==> src/rtl/ant_steer.sv <==
// Steers an ant toward a target cell: aims at the octant of the shortest toroidal
// path, rotates one octant per cycle by the shorter direction, then steps one cell.
module ant_steer #(
  parameter int X_bits = 8,
  parameter int Y_bits = 7
) (
  input  logic              Clk,
  input  logic              Reset,
  input  logic              start,
  input  logic [X_bits-1:0] X_in,
  input  logic [Y_bits-1:0] Y_in,
  input  logic [2:0]        dir_in,
  input  logic [X_bits-1:0] tgt_X,
  input  logic [Y_bits-1:0] tgt_Y,
  output logic              busy,
  output logic              done,
  output logic              arrived,
  output logic [X_bits-1:0] X_out,
  output logic [Y_bits-1:0] Y_out,
  output logic [2:0]        dir_out,
  output logic [2:0]        turns
);

  typedef enum logic [2:0] {S_IDLE, S_AIM, S_TURN, S_STEP, S_DONE} state_t;

  // Sign codes for dx/dy: zero, positive, negative.
  localparam logic [1:0] SG_Z = 2'b00;
  localparam logic [1:0] SG_P = 2'b01;
  localparam logic [1:0] SG_N = 2'b11;

  localparam logic [X_bits-1:0] X_ONE = X_bits'(1);
  localparam logic [Y_bits-1:0] Y_ONE = Y_bits'(1);

  state_t state_q, state_d;

  logic [X_bits-1:0] x_q, tgt_x_q;
  logic [Y_bits-1:0] y_q, tgt_y_q;
  logic [2:0]        dir_q, desired_q, turns_q;
  logic              right_q, arrived_q;

  logic [X_bits-1:0] dx, x_step;
  logic [Y_bits-1:0] dy, y_step;
  logic [1:0]        sx, sy;
  logic [2:0]        desired_c, delta_c, dir_turn;
  logic              at_target;

  // Aim: wrapped differences read as two's complement give the shortest path.
  always_comb begin
    dx        = tgt_x_q - x_q;
    dy        = tgt_y_q - y_q;
    sx        = (dx == '0) ? SG_Z : (dx[X_bits-1] ? SG_N : SG_P);
    sy        = (dy == '0) ? SG_Z : (dy[Y_bits-1] ? SG_N : SG_P);
    at_target = (sx == SG_Z) && (sy == SG_Z);
    case ({sx, sy})
      {SG_Z, SG_N}: desired_c = 3'd0;
      {SG_P, SG_N}: desired_c = 3'd1;
      {SG_P, SG_Z}: desired_c = 3'd2;
      {SG_P, SG_P}: desired_c = 3'd3;
      {SG_Z, SG_P}: desired_c = 3'd4;
      {SG_N, SG_P}: desired_c = 3'd5;
      {SG_N, SG_Z}: desired_c = 3'd6;
      {SG_N, SG_N}: desired_c = 3'd7;
      default:      desired_c = dir_q;
    endcase
    delta_c  = desired_c - dir_q;
    dir_turn = right_q ? dir_q + 3'd1 : dir_q - 3'd1;
  end

  // Front cell of the current heading; 3-bit and field-width arithmetic wraps naturally.
  always_comb begin
    x_step = x_q;
    y_step = y_q;
    case (dir_q)
      3'd1, 3'd2, 3'd3: x_step = x_q + X_ONE;
      3'd5, 3'd6, 3'd7: x_step = x_q - X_ONE;
      default:          x_step = x_q;
    endcase
    case (dir_q)
      3'd7, 3'd0, 3'd1: y_step = y_q - Y_ONE;
      3'd3, 3'd4, 3'd5: y_step = y_q + Y_ONE;
      default:          y_step = y_q;
    endcase
  end

  // NOTE: sequential state uses non-blocking assignments so every register samples pre-edge values.
  always_ff @(posedge Clk or posedge Reset) begin
    if (Reset) state_q <= S_IDLE;
    else       state_q <= state_d;
  end

  // NOTE: state_d gets a default before the case so no path infers a latch.
  always_comb begin
    state_d = state_q;
    case (state_q)
      S_IDLE: if (start) state_d = S_AIM;
      S_AIM: begin
        if (at_target)            state_d = S_DONE;
        else if (delta_c == 3'd0) state_d = S_STEP;
        else                      state_d = S_TURN;
      end
      S_TURN: if (dir_turn == desired_q) state_d = S_STEP;
      S_STEP: state_d = S_DONE;
      S_DONE: state_d = S_IDLE;
      default: state_d = S_IDLE;
    endcase
  end

  always_comb begin
    busy = 1'b0;
    done = 1'b0;
    case (state_q)
      S_AIM, S_TURN, S_STEP: busy = 1'b1;
      S_DONE:                done = 1'b1;
      default: ;
    endcase
    arrived = arrived_q;
    X_out   = x_q;
    Y_out   = y_q;
    dir_out = dir_q;
    turns   = turns_q;
  end

  always_ff @(posedge Clk or posedge Reset) begin
    if (Reset) begin
      x_q       <= '0;
      y_q       <= '0;
      dir_q     <= '0;
      turns_q   <= '0;
      tgt_x_q   <= '0;
      tgt_y_q   <= '0;
      desired_q <= '0;
      right_q   <= 1'b0;
      arrived_q <= 1'b0;
    end else begin
      case (state_q)
        S_IDLE: if (start) begin
          x_q       <= X_in;
          y_q       <= Y_in;
          dir_q     <= dir_in;
          tgt_x_q   <= tgt_X;
          tgt_y_q   <= tgt_Y;
          turns_q   <= '0;
          arrived_q <= 1'b0;
        end
        S_AIM: begin
          desired_q <= desired_c;
          right_q   <= (delta_c <= 3'd4);  // a half-turn tie goes right
          arrived_q <= at_target;
        end
        S_TURN: begin
          dir_q   <= dir_turn;
          turns_q <= turns_q + 3'd1;
        end
        S_STEP: begin
          x_q <= x_step;
          y_q <= y_step;
        end
        default: ;
      endcase
    end
  end

endmodule

==> config.mk <==
export PLATFORM = sky130hd
export DESIGN_NAME = ant_steer
export DESIGN_NICKNAME = d
export VERILOG_FILES = /design/src/rtl/ant_steer.sv
export SDC_FILE = /design/constraint.sdc
export NUM_CORES = 1
export LEC_CHECK = 0
export ABC_AREA = 1
export BUFFER_PORTS_ARGS = -buffer_cell sky130_fd_sc_hd__buf_2
export CORE_MARGIN = 4
export CORE_UTILIZATION = 45
export CTS_CLUSTER_SIZE = 16
export DETAILED_ROUTE_END_ITERATION = 7
export PLACE_DENSITY = 0.67
export SYNTH_ARGS = -nofsm -noshare
export SYNTH_HDL_FRONTEND = slang
export SYNTH_SLANG_ARGS = --single-unit
==> constraint.sdc <==
create_clock -name Clk -period 3.5 [get_ports Clk]
set_input_delay 0.35 -clock Clk [delete_from_list [all_inputs] [get_ports Clk]]
set_output_delay 0.35 -clock Clk [all_outputs]
set_load 0.01 [all_outputs]
# After elaboration in Yosys (flattened, before gate mapping)
# Index checks and enable logic that the tools add are counted.
dict set report word_totals {
  register_bits 44
  wordCells 92
  inputBits 36
}
dict set report classes {
  n_addsub 10
  muxes 25
  eq_ne 24
  n_reduce_logical 22
  magnitude_cmp 1
}
# operator n
set ops {}
lappend ops {{$pmux 8 s2} 2}
lappend ops {{$pmux 7 s2} 2}
lappend ops {{$pmux 3 s8} 1}
lappend ops {{$mux 3} 6}
lappend ops {{$eq 3x3->1 const B} 5}
lappend ops {{$reduce_or 3->1} 5}
lappend ops {{$eq 3x2->1 const B} 4}
lappend ops {{$eq 4x3->1 const B} 3}
lappend ops {{$eq 4x4->1 const B} 3}
lappend ops {{$pmux 3 s2} 2}
lappend ops {{$pmux 3 s4} 1}
lappend ops {{$logic_not 3->1} 3}
lappend ops {{$add 8x1->8 const B} 1}
lappend ops {{$logic_not 8->1} 1}
lappend ops {{$mux 2} 4}
lappend ops {{$mux 8} 1}
lappend ops {{$reduce_and 2->1} 4}
lappend ops {{$sub 8x1->8 const B} 1}
lappend ops {{$sub 8x8->8} 1}
lappend ops {{$add 7x1->7 const B} 1}
lappend ops {{$logic_not 7->1} 1}
lappend ops {{$mux 7} 1}
lappend ops {{$sub 7x1->7 const B} 1}
lappend ops {{$sub 7x7->7} 1}
lappend ops {{16 further kinds} 27}

# Logic depth before layout (Yosys ltp)
# Gate-level depths: netlist of the first run.
dict set report logic_depth {
  ltp_word 10
  ltp_mapped 23
}

# Worst setup path after synthesis of the first run
# Ideal clock, no wire load.
dict set report synth_timing {
  kind {reg-to-reg}
  from {register dir_q[0], in the netlist dir_out[0]}
  to {register x_q[7], in the netlist X_out[7]}
  slack_ns 0.847
  setup_ns 0.076
  t_arrival_ns 2.576
  path_stages_with_launch 18
  path_cell_list {dfrtp_1 -> ha_1 -> ha_1 -> a21oi_1 -> nand2_1 -> ha_1 -> a21oi_1 -> nand2_1 -> nand2_1 -> nand2_1 -> a21oi_1 -> nor2_1 -> nor2_1 -> nor2_1 -> nor2_1 -> xor2_1 -> nor2_1 -> o21ai_1}
}
dict set report synth_between {
  elab_chain_cells 4
}
# element line
set synth_lines {}
lappend synth_lines {{start: declaration} 38} ;# logic [2:0] dir_q, desired_q, turns_q;
lappend synth_lines {{start signal: assignment} 139} ;# dir_q <= dir_in;
lappend synth_lines {{start signal: assignment} 151} ;# dir_q <= dir_turn;
lappend synth_lines {{$eq 3x3->1, or another cell as far along} 73} ;# case (dir_q)
lappend synth_lines {{$reduce_or 3->1} 73}
lappend synth_lines {{$pmux 8 s2 or $ne 3x1->1 (tied branches)} n/a}
lappend synth_lines {{$pmux 8 s2 or $reduce_and 3->1 (tied branches)} n/a}
lappend synth_lines {{end signal: assignment} 137} ;# x_q <= X_in;
lappend synth_lines {{end signal: assignment} 155} ;# x_q <= x_step;
lappend synth_lines {{end: declaration} 36} ;# logic [X_bits-1:0] x_q, tgt_x_q;
# Parallel ways exist; a longest one is shown, timed or not.
# A chain may end at the register's enable or synchronous reset.

# Final worst setup path of the first run
# Ends and elaborated chain as after synthesis.

==> impl_metrics.py, run 1 <==
metrics = {
    "run_status": {
        "status": "finished clean",
    },
    "logic_synthesis": {
        "synthAdderAreaFrac_pct": 13.6,
        "synthTopCellsByArea": "dfrtp_1 33%, nand2_1 15%, ha_1 12%",
        "yosys-mux-area-fraction_pct": 0,
        "ys_types": 36,
        "synth_nets": 531,
        "syn_inst": 460,
        "synth.top_cell.area_share_pct": 33.0,
        "netlist_area_sq_mm": 0.00333,
        "synth_area_leader_cell": "dfrtp_1",
        "ys_ff_latch": 44,
        "synth.avg_cell_area_sq_um": 7.25,
        "synth_most_common_cell": "nand2_1",
        "synth-edff-count": 0,
        "synth_ff_type": "dfrtp_1",
        "synth_xor_area_share_pct": 3.68,
        "ys.warnings.count": 0,
        "synth_top_family_by_area": "simple AND/OR/NAND/NOR gates",
        "synth-compound-area-share_pct": 12.8,
        "synthTopCellsByCount": "136 x nand2_1, 69 x inv_1, 44 x dfrtp_1",
        "yosys.area_share.simple_pct": 27.5,
        "seq_area_frac_synth_pct": 33.0,
        "synth-async-reset-ratio_pct": 100,
    },
    "routing": {
        "via_per_inst": 5.05,
        "wl_per_cell_um": 13.0,
        "firstDrtPassIters": 5,
        "drt_iter0_drc": 161,
        "postRouteAntennaNets": 0,
        "vias": 3138,
        "routed_wl_mm": 8.09,
        "drt_drc_violations_left": 0,
    },
    "worst_setup_path": {
        "regToRegEndpoint": "X_out[7]$_DFFE_PP0P_",
        "startpoint": "dir_out[0]$_DFFE_PP0P_",
        "arrival_ps": 3280,
        "r2r_cells": 17,
        "worstSetupEndpointType": "register",
        "critical_path_class": "register to register",
        "cp.required_ps": 3750,
        "crit_fanout": 8,
        "regToRegSetupSlack_ps": 470,
        "critPathLaunchType": "register",
        "reg2reg_from": "dir_out[0]$_DFFE_PP0P_",
    },
    "cts": {
        "cts_resized": 0,
        "clk_latency_ps": 310,
        "cts_sinks": 44,
        "root_buffer": "clkbuf_8",
        "cts_setup_buffers": 0,
        "clock_path_buffers": 2,
        "cts_tree": "done",
        "cts-hold-fix-buffers": 0,
        "numCtsBuffers": 5,
        "cts.htree.levels": 2,
        "path_clk_slew_ps": 100,
    },
    "die": {
        "start_util_pct": 46.2,
        "io_pins": 60,
        "die_h_um": 94.1,
        "die_area_sq_mm": 0.00885,
        "die_w_um": 94.1,
        "coreArea_sq_mm": 0.00721,
        "rows": 31,
    },
    "timing": {
        "period_share_pct": 86.6,
        "fin_skew_ps": 12.1,
        "setup_viol": 0,
        "clock.fmax_mhz": 330,
        "slew_violations": 0,
        "setup_ws_ps": 470,
        "worst_slew_pin_slew_ps": 594,
        "relSlewSlack_pct": 60.1,
        "finalSetupTns_ps": 0,
        "fin_crit_ps": 3030,
        "rsz0062_at_grt": "no",
        "hold_violations": 0,
    },
    "hold_path": {
        "min_path_type": "primary input to asynchronous set/reset pin",
    },
    "global_route": {
        "grt_max_degree": 45,
        "grt_pass1_wl_mm": 13.7,
        "antenna_found_initial": 0,
        "grt_pass1_vias": 3075,
        "gr-usage-all-layers_pct": 19.5,
        "globalRouteOverflowTotal": 0,
    },
    "placement": {
        "place_ws_ps": 525,
        "hpwlAfterDp_mm": 6.26,
        "dp_cells": 614,
        "place.gp.congestion": 0.833,
        "io_buffers": 59,
    },
    "layout": {
        "num_antenna_cells": 0,
        "drive_gt1_share_pct": 17.4,
        "fill_cells": 736,
        "fin_cells": 622,
        "syn2layout_area_growth_pct": 16.9,
        "fin_nets": 593,
    },
    "run": {
        "max-cap-violations": 0,
    },
}
[registers in the layout, indices dropped and copies added (netlist names)]
signal	flops
tgt_y_q	7
right_q	1
turns	3
state_q	3
dir_out	3
arrived	1
desired_q	3
tgt_x_q	8
X_out	8
Y_out	7
[layer usage]
metal	GRT usage, %	vias to the layer above	share of wire, %
met2	35.1	82	50
met1	23.9	1448	43
met4	5.90	0	1.7
li1	-	1597	-
met3	2.88	11	5.3
met5	0	-	0
[cells by family (layout without fill, tap and decap cells)]
kind of cell             Yosys count  count (layout)
XOR/XNOR                          14              14
AO/OA/AOI/OAI                     74              74
AND/OR/NAND/NOR                  214             214
buffers and inverters             79             142
flip-flops                        44              44
adder cells (fa/ha/maj)           35              35
[critical path: stages, from the launching register on]
cell	delay (ps)
dfrtp_1	530
inv_1	170
ha_1	240
a21oi_1	120
nand2_1	250
ha_1	430
a21oi_1	160
nand2_1	80
nand2_1	80
nand2_1	60
a21oi_1	170
nor2_1	80
nor2_1	90
nor2_1	40
nor2_1	110
xor2_1	160
nor2_1	60
o21ai_1	120
[cell usage in the layout (no fill, tap or decap)]
master	count
nand3_2	2
xnor2_1	7
o21ai_0	24
a31oi_1	2
inv_1	68
clkinv_1	1
dfrtp_1	44
nor3_1	3
inv_2	2
nand4_1	4
o211ai_1	6
or2_0	1
clkbuf_8	5
a21oi_2	3
ha_1	33
or2_4	1
a22oi_1	1
buf_2	59
o31ai_1	1
o221ai_2	1
nand3b_1	4
nor3_4	1
nor2_1	38
or2_1	1
a22o_1	1
nor2_4	2
nand2_2	8
a211oi_1	1
bufinv_16	3
nand3_1	13
buf_4	4
o22ai_1	6
xor2_1	7
a21oi_1	16
o21ai_1	12
nand2_1	136
fa_1	2
[cell type report]
type                    count  area, sq um  area share [%]
multi-input cells         337         1920            49.3
flip-flops and latches     44         1100            28.3
repair buffers             63          325            8.35
inverters                  71          267            6.84
well taps                  99          124            3.18
clock inverters             3         90.1            2.31
clock buffers               5         68.8            1.77
[worst max path at each step]
stage,to,slack (ps),depth (start not counted)
6_report,X_out[7]$_DFFE_PP0P_,470,17
5_1_grt,X_out[7]$_DFFE_PP0P_,130,17
4_1_cts,X_out[7]$_DFFE_PP0P_,470,17
3_5_place_dp,X_out[7]$_DFFE_PP0P_,530,17
3_3_place_gp,X_out[7]$_DFFE_PP0P_,550,17
2_1_floorplan,X_out[7]$_DFFE_PP0P_,850,17
[stage by stage]
stage / hold slack, ps / util, % / cell area [sq um]
after detailed placement: 473 / 51.8 / 3740
after CTS: 187 / 54.0 / 3900
after global placement: 470 / 51.8 / 3740
after global routing: 220 / 54.0 / 3900
final: 161 / 54.0 / 3900
after floorplan: 452 / - / 3330
Power of run 1 is left out: the tool's default activity adds up to more than one toggle a clock period on the data nets, which glitch-free logic cannot reach.
==> inputs of run 2 (changes only) <==
BUFFER_PORTS_ARGS = -buffer_cell sky130_fd_sc_hd__clkbuf_2   (was -buffer_cell sky130_fd_sc_hd__buf_2)
REMOVE_ABC_BUFFERS = 1   (was unset)
==> impl_metrics.py, run 2 (same netlist as run 1, synthesis figures left out) <==
metrics = {
    "cts": {
        "root_buffer": "clkbuf_8",
        "numCtsBuffers": 5,
        "clock_path_buffers": 2,
        "cts-hold-fix-buffers": 0,
        "clk_latency_ps": 300,
        "cts_resized": 0,
        "cts_sinks": 44,
        "path_clk_slew_ps": 90,
        "cts_setup_buffers": 0,
        "cts_tree": "done",
        "cts.htree.levels": 2,
    },
    "layout": {
        "num_antenna_cells": 0,
        "fin_nets": 591,
        "final_area_sq_mm": 0.00383,
        "syn2layout_area_growth_pct": 14.9,
        "final-seq-area_sq_mm": 0.00110,
        "drive_gt1_share_pct": 17.1,
        "final_common_cell": "nand2_1",
        "fill_cells": 754,
        "multi_input_area_sq_mm": 0.00192,
        "final_cell_mix": "136 x nand2_1, 68 x inv_1, 59 x clkbuf_2",
    },
    "worst_setup_path": {
        "worstSetupEndpointType": "register",
        "slowest_stage": "dfrtp_1",
        "max_stage_delay_ps": 490,
        "arrival_ps": 3220,
        "path_common_cell": "nor2_1",
        "critical_path_class": "register to register",
        "cp.required_ps": 3730,
        "critPathLaunchType": "register",
        "crit_fanout": 8,
        "crit_chain": "inv_1, ha_1, a21oi_1, nand2_1, ha_1, a21oi_1, nand2_1, nand2_1, nand2_1, a21oi_1, nor2_1, nor2_1, nor2_1, nor2_1, xor2_1, nor2_1, o21ai_1",
    },
    "timing": {
        "setup_viol": 0,
        "period_share_pct": 85.5,
        "fin_skew_ps": 6.06,
        "clock.fmax_mhz": 334,
        "fin_crit_ps": 2990,
        "setup_ws_ps": 508,
        "hold_violations": 0,
        "whs_ps": 241,
        "rsz0062_at_grt": "no",
        "finalSetupTns_ps": 0,
        "relSlewSlack_pct": 34.4,
        "worst_slew_pin_slew_ps": 983,
        "slew_violations": 0,
    },
    "global_route": {
        "grt_pass1_wl_mm": 13.2,
        "use_met2_pct": 31.2,
        "grtUsageMet1_pct": 24.8,
        "globalRouteOverflowTotal": 0,
        "grt_max_degree": 45,
        "antenna_found_initial": 0,
        "gr-usage-all-layers_pct": 18.6,
        "met3_usage_pct": 3.13,
        "grt.busiest_layer": "met2",
        "grt_pass1_vias": 2930,
    },
    "placement": {
        "postPlaceCellArea_sq_mm": 0.00372,
        "place.gp.congestion": 0.892,
        "hpwlAfterDp_mm": 5.93,
        "place_ws_ps": 515,
        "io_buffers": 59,
    },
    "routing": {
        "drt_drc_violations_left": 0,
        "vias": 3041,
        "postRouteAntennaNets": 0,
        "routed_wl_mm": 7.67,
        "wl_per_cell_um": 12.4,
        "via_per_inst": 4.90,
        "firstDrtPassIters": 4,
        "drt_iter0_drc": 108,
    },
    "run": {
        "max-cap-violations": 0,
    },
    "die": {
        "rows": 31,
        "die_area_sq_mm": 0.00885,
        "coreArea_sq_mm": 0.00721,
        "die_w_um": 94.1,
        "io_pins": 60,
        "die_h_um": 94.1,
        "start_util_pct": 46.2,
    },
    "run_status": {
        "status": "finished clean",
    },
    "hold_path": {
        "min_path_type": "primary input to asynchronous set/reset pin",
    },
}
## run 2: metrics by stage
step / util, % / std cells
CTS: 53.1 / 620
floorplan: - / 452
detailed placement: 51.6 / 612
global route: 53.1 / 620
global placement: 51.6 / 612
finish: 53.1 / 620
## run 2: final cells by class
type / instances / area share, %
clock buffer: 6 / 1.89
clock inverter: 2 / 0.914
inverter: 71 / 6.96
multi-input combinational: 337 / 50.2
sequential: 44 / 28.7
tap: 99 / 3.23
timing repair buffer: 61 / 8.10
## run 2: final timing paths
check / slack [ps] / cells past startpoint / to / startpoint
hold / removal: 240 / 2 / tgt_x_q[0]$_DFFE_PP0P_ / Reset
min in group Clk: 240 / 3 / tgt_y_q[3]$_DFFE_PP0P_ / tgt_Y[3]
max in group asynchronous: 2620 / 2 / tgt_y_q[5]$_DFFE_PP0P_ / Reset
setup reg to reg: 510 / 17 / X_out[7]$_DFFE_PP0P_ / dir_out[0]$_DFFE_PP0P_
setup / recovery: 510 / 17 / X_out[7]$_DFFE_PP0P_ / dir_out[0]$_DFFE_PP0P_
hold reg to reg: 490 / 2 / tgt_y_q[1]$_DFFE_PP0P_ / tgt_y_q[1]$_DFFE_PP0P_
## run 2: layer usage
metal | wire (um) | up-vias
met5 | 0 | -
met4 | 88 | 0
met3 | 381 | 8
met2 | 3480 | 72
met1 | 3720 | 1371
li1 | - | 1590
## run 2: critical path: cells and delay by family (launching register included)
family	cells	cell delay [ps]
buffers and inverters	1	160
flip-flops	1	490
AO/OA/AOI/OAI	4	570
AND/OR/NAND/NOR	9	850
XOR/XNOR	1	150
adder cells (fa/ha/maj)	2	690
Power of run 2 is left out for the same reason.
